<file path="src/rtl/brq_ifu_tlul_host.sv">
// Instruction-fetch host adapter: core req/gnt/rvalid to TL-UL Get, in-order source tracking.
// Optional macro BRQ_IFU_TLUL_RSP_REG_EN registers the response outputs (1-cycle D-to-rvalid latency).
module brq_ifu_tlul_host #(
  parameter int NUM_OUTSTANDING = 2,
  parameter int SRC_W           = 1
) (
  input  logic             clk_i,
  input  logic             rst_i,

  input  logic             instr_req_i,
  input  logic [31:0]      instr_addr_i,
  output logic             instr_gnt_o,
  output logic             instr_rvalid_o,
  output logic [31:0]      instr_rdata_o,
  output logic             instr_err_o,

  output logic             tl_a_valid_o,
  output logic [2:0]       tl_a_opcode_o,
  output logic [2:0]       tl_a_param_o,
  output logic [1:0]       tl_a_size_o,
  output logic [SRC_W-1:0] tl_a_source_o,
  output logic [31:0]      tl_a_address_o,
  output logic [3:0]       tl_a_mask_o,
  output logic [31:0]      tl_a_data_o,
  input  logic             tl_a_ready_i,

  input  logic             tl_d_valid_i,
  input  logic [2:0]       tl_d_opcode_i,
  input  logic [SRC_W-1:0] tl_d_source_i,
  input  logic [31:0]      tl_d_data_i,
  input  logic             tl_d_error_i,
  output logic             tl_d_ready_o,

  output logic             busy_o,
  output logic             spurious_rsp_o
);

  localparam int               CNT_W    = $clog2(NUM_OUTSTANDING + 1);
  localparam logic [CNT_W-1:0] CNT_MAX  = CNT_W'(NUM_OUTSTANDING);
  localparam logic [SRC_W-1:0] SRC_LAST = SRC_W'(NUM_OUTSTANDING - 1);
  localparam logic [2:0]       OP_GET   = 3'd4;
  localparam logic [2:0]       OP_ACK_D = 3'd1;

  logic [CNT_W-1:0] out_cnt;
  logic [SRC_W-1:0] src_issue_q;
  logic [SRC_W-1:0] src_expect_q;
  logic             full;
  logic             d_hit;
  logic             d_spur;
  logic             rsp_err;
  logic             unused_addr_lsb;

  assign full            = (out_cnt == CNT_MAX);
  assign unused_addr_lsb = ^instr_addr_i[1:0];

  assign tl_a_valid_o   = instr_req_i & ~full;
  assign instr_gnt_o    = tl_a_valid_o & tl_a_ready_i;
  assign tl_a_opcode_o  = OP_GET;
  assign tl_a_param_o   = 3'd0;
  assign tl_a_size_o    = 2'd2;
  assign tl_a_source_o  = src_issue_q;
  assign tl_a_address_o = {instr_addr_i[31:2], 2'b00};
  assign tl_a_mask_o    = 4'hF;
  assign tl_a_data_o    = 32'd0;
  assign tl_d_ready_o   = 1'b1;

  // A beat with nothing outstanding cannot belong to any Get we issued, so it is dropped.
  assign d_hit          = tl_d_valid_i & (out_cnt != '0) & ~rst_i;
  assign d_spur         = tl_d_valid_i & (out_cnt == '0) & ~rst_i;
  assign spurious_rsp_o = d_spur;
  assign rsp_err        = tl_d_error_i | (tl_d_opcode_i != OP_ACK_D) |
                          (tl_d_source_i != src_expect_q);

  always_ff @(posedge clk_i) begin
    if (rst_i) begin
      out_cnt      <= '0;
      src_issue_q  <= '0;
      src_expect_q <= '0;
    end else begin
      case ({instr_gnt_o, d_hit})
        2'b10:   out_cnt <= out_cnt + CNT_W'(1);
        2'b01:   out_cnt <= out_cnt - CNT_W'(1);
        default: out_cnt <= out_cnt;
      endcase
      if (instr_gnt_o) begin
        src_issue_q <= (src_issue_q == SRC_LAST) ? '0 : src_issue_q + SRC_W'(1);
      end
      if (d_hit) begin
        src_expect_q <= (src_expect_q == SRC_LAST) ? '0 : src_expect_q + SRC_W'(1);
      end
    end
  end

`ifdef BRQ_IFU_TLUL_RSP_REG_EN
  logic        rsp_vld_q;
  logic [31:0] rsp_data_q;
  logic        rsp_err_q;

  always_ff @(posedge clk_i) begin
    if (rst_i) begin
      rsp_vld_q  <= 1'b0;
      rsp_data_q <= 32'd0;
      rsp_err_q  <= 1'b0;
    end else begin
      rsp_vld_q <= d_hit;
      rsp_err_q <= d_hit & rsp_err;
      if (d_hit) begin
        rsp_data_q <= tl_d_data_i;
      end
    end
  end

  assign instr_rvalid_o = rsp_vld_q;
  assign instr_rdata_o  = rsp_data_q;
  assign instr_err_o    = rsp_err_q;
  assign busy_o         = (out_cnt != '0) | rsp_vld_q;
`else
  assign instr_rvalid_o = d_hit;
  assign instr_rdata_o  = d_hit ? tl_d_data_i : 32'd0;
  assign instr_err_o    = d_hit & rsp_err;
  assign busy_o         = (out_cnt != '0);
`endif

endmodule

</file>
<file path="config.mk">
export PLATFORM = sky130hd
export DESIGN_NAME = brq_ifu_tlul_host
export DESIGN_NICKNAME = d
export VERILOG_FILES = /design/src/rtl/brq_ifu_tlul_host.sv
export SDC_FILE = /design/constraint.sdc
export NUM_CORES = 1
export LEC_CHECK = 0
export ABC_CLOCK_PERIOD_IN_PS = 4600
export BUFFER_PORTS_ARGS = -buffer_cell sky130_fd_sc_hd__buf_2
export CAP_MARGIN = 10
export CORE_AREA = 2 2 73 75
export CTS_BUF_LIST = sky130_fd_sc_hd__clkbuf_16
export CTS_CLUSTER_SIZE = 12
export DETAILED_ROUTE_END_ITERATION = 6
export DIE_AREA = 0 0 75 77
export PLACE_DENSITY = 0.78
export SYNTH_ARGS = -nofsm -noshare
export SYNTH_HDL_FRONTEND = slang
export SYNTH_SLANG_ARGS = --single-unit
</file>
<file path="constraint.sdc">
create_clock -name clk_i -period 4.6 [get_ports clk_i]
set_input_delay 0.92 -clock clk_i [delete_from_list [all_inputs] [get_ports clk_i]]
set_output_delay 0.92 -clock clk_i [all_outputs]
set_load 0.01 [all_outputs]
</file>
==> results.md <==
Final layout:
- The final antenna diode count is 0.
- Of the cells placed in the final design, the portion with a size suffix greater than 1 is 0.455.
- The area taken by flip-flops and latches is 80.1 sq um.
- The number of fillers in the final layout is 571.
- Once layout is complete, the utilization of the core stands at 0.239.
- The layout-stage area growth over the synthesis result is 12.9%.
- Summing all multi-input logic gate instances after layout gives 541 sq um.
- At the end of the flow, the number of nets in the layout was 268.

Setup path:
- The largest fanout of any net on the critical path is 34.
- The arrival time reported for the critical path endpoint is 2.33 ns.
- Data on the critical path is required at its endpoint by 3.68 ns.
- For the worst flop-to-flop path, the logic depth is 5.
- For flop-to-flop paths, the worst setup slack is 2.36 ns.
- The kind of start point of the critical path is an input pin.
- In this run the critical register-to-register path is captured at out_cnt[1]$_SDFFE_PP0P_.
- STA classifies the critical path endpoint as a primary output.
- The startpoint identified for the worst register-to-register timing path is out_cnt[0]$_SDFFE_PP0P_.
- The critical path is of the in2out type.
- In this run the worst setup path terminates at instr_rdata_o[25].
- Tracing the worst setup path back leads to its startpoint at rst_i.

Global route:
- The global-route wire length before repair is 3.62 mm.
- For this run the aggregate overflow at the end of global routing stands at 0.
- Entering global routing, the biggest net connects 35 pins.
- In the global route stage, overall resource usage came out at 0.0803.
- The number of antenna violations at the first check in global routing is 0.
- The via count of the first global-routing pass is 768.

Yosys:
- In this run, synthesis inferred 0 flip-flops with an integrated enable.
- The cell area that synthesis handed to floorplanning was 0.00105 sq mm.
- In the synthesized netlist, the cells that appear most often are buf_4, and2_1, dfxtp_1, nor2_1.
- The total of flip-flops plus latches after synthesis is 4.
- The unique cell type count in the Yosys netlist is 21.
- The post-synthesis instance total is 143.
- Of the post-synthesis cell area, the dominant cell type holds 0.555.
- buf_4 is the most common cell in the netlist.
- For this run, the number of Yosys warnings is 0.
- The share of the Yosys chip area taken by registers is 0.0759.
- In the post-synthesis netlist, the biggest area contributors are buf_4, and2_1, dfxtp_1.
- The library cell occupying the most area in the post-synthesis netlist is buf_4.
- The average footprint of a synthesized cell is 7.38 sq um.
- The post-synthesis async set-or-reset flop share is 0.
- For this run, the leading register cell type out of synthesis is dfxtp_1.

Timing:
- Headroom to the max-slew limit came out at 0.353.
- The count of endpoints failing hold in the final timing report is 0.
- Setup violations remaining at the end of the flow were counted as 0.
- The setup total negative slack is 0 ns.
- The number of max-slew violations in the final report is 0.
- The period utilization is 0.707.
- For the pin with the worst max-slew slack, the measured transition is 0.970 ns.
- Setup repair after global routing left no endpoint under its margin.
- The post-route worst hold slack is 0.514 ns.
- Derived from the worst setup path, the maximum achievable clock frequency is 0.308 GHz.
- The clock tree skew after final layout is 0.000850 ns.
- The minimum clock period after layout is 3.25 ns.

Power and ir drop:
- VDD sags by at most 0.0865 mV.
- The leakage power is 0.754 nW.
- The power per unit of standard cell area is 229 mW/mm^2.

Placement:
- The wire-length estimate of the detail-placed layout is 2.16 mm.
- The routability congestion estimate is 0.755.
- The count of buffers added on input and output ports is 80.

Clocking:
- At the later pin of the worst-skew pair, clock insertion delay measures 0.22 ns.
- The post-CTS setup buffer count is 0.
- The number of sinks driven by the clock tree is 4.
- The quantity of hold-fixing buffers added after cts is 0.
- The total clock buffers created by CTS is 3.
- The count of instances resized after the clock tree is built is 0.
- The CTS H-tree depth is 1.
- After clock tree synthesis, the clock-pin slew on the worst setup and hold paths is 0.03 ns.
- The library cell used as clock root buffer is clkbuf_16.
- In this run the deepest clock path goes through 2 buffers.
- TritonCTS built the clock tree.

Die:
- The number of placed I/O pins is 190.
- The floorplan die height is 77 microns.
- Row generation in the floorplan step produced 26 rows.
- The initial cell density of the core is 0.212.
- In this run the standard cell core region covers 0.00498 sq mm.
- The overall die width is 75 microns.
- The die area is 0.00578 sq mm.

Drt:
- Using the TritonRoute via totals, the vias-per-cell ratio works out to 3.39.
- The first routing iteration left 24 violations.
- Wires add up to 2.57 mm.
- After detailed routing, the number of remaining DRC violations is 0.
- The detailed router placed 886 vias in this run.
- The detail route stage leaves a number of antenna-violating nets equal to 0.
- The per-cell routed wire length is 9.83 microns.
- The iteration count of the initial detailed-routing pass is 4.

Run status:
- The run finished with clean final reports.

Min path:
- In this run the worst hold path is classified as reg2reg.
- The worst hold path begins at out_cnt[1]$_SDFFE_PP0P_.

Run:
- The reported max-cap violation count is 0.
-- worst max-delay path, stage by stage --
cell      delay (ns)
buf_2           0.13
nand2b_4        0.16
nor2_2          0.73
and2_1          0.24
buf_2           0.13
-- power breakdown --
| part | internal, mW | switching (mW) |
|---|---|---|
| Combinational | 0.0389 | 0.0551 |
| Sequential | 0.0388 | 0.00360 |
| Clock | 0.111 | 0.0250 |
| Total | 0.189 | 0.0836 |
-- layout make-up --
class                      instances  share of cell area
clock buffer                       3              0.0630
inverter                           2             0.00630
multi-input combinational        102               0.454
sequential                         4              0.0672
tap                               70              0.0735
timing repair buffer              80               0.336
-- worst min-delay path by stage --
stage                           endpoint  cells after the start  slack, ns
2_1_floorplan  src_expect_q$_SDFFE_PP0N_                      2       0.46
3_3_place_gp     out_cnt[1]$_SDFFE_PP0P_                      2       0.49
3_5_place_dp     out_cnt[1]$_SDFFE_PP0P_                      2       0.51
4_1_cts          out_cnt[1]$_SDFFE_PP0P_                      2       0.51
5_1_grt          out_cnt[1]$_SDFFE_PP0P_                      2       0.55
6_report         out_cnt[1]$_SDFFE_PP0P_                      2       0.51
-- cells by family after synthesis --
group / after synthesis / share of synthesized area
buf+inv: 82 / 0.572
simple gates: 45 / 0.272
compound gates: 5 / 0.0261
flops: 4 / 0.0759
xor+xnor: 3 / 0.0249
other cells: 2 / 0.00712
fa+ha+maj: 1 / 0.0119
mux: 1 / 0.0107
-- layer usage --
layer / wire length (microns) / track usage
met5: 0 / 0
met4: 102 / 0.0571
met3: 317 / 0.0237
met2: 1280 / 0.127
met1: 869 / 0.0887
-- flip-flops by register name, summed over array words and instances, names as in the netlist --
register and cells:
out_cnt 2, src_expect_q 1, tl_a_source_o 1
-- through the flow --
stage	setup WS (ns)	power (mW)	cell area [sq um]	std cells
6_report	1.35	0.272	1190	261
5_1_grt	1.13	0.289	1190	261
4_1_cts	1.28	0.276	1190	261
3_5_place_dp	1.29	0.137	1120	258
3_3_place_gp	1.35	0.135	1120	258
2_1_floorplan	2.14	0.156	1220	188
-- cell usage in the layout (no fill, tap or decap), drive strengths merged, types with 2 or more instances in the layout --
master,instances
nor2,5
dfxtp,4
and2,33
o21ai,2
conb,47
clkbuf,3
or3,2
nand2b,2
a21oi,2
xnor2,2
buf,80
inv,2
Power figures use the tool's default switching activity.
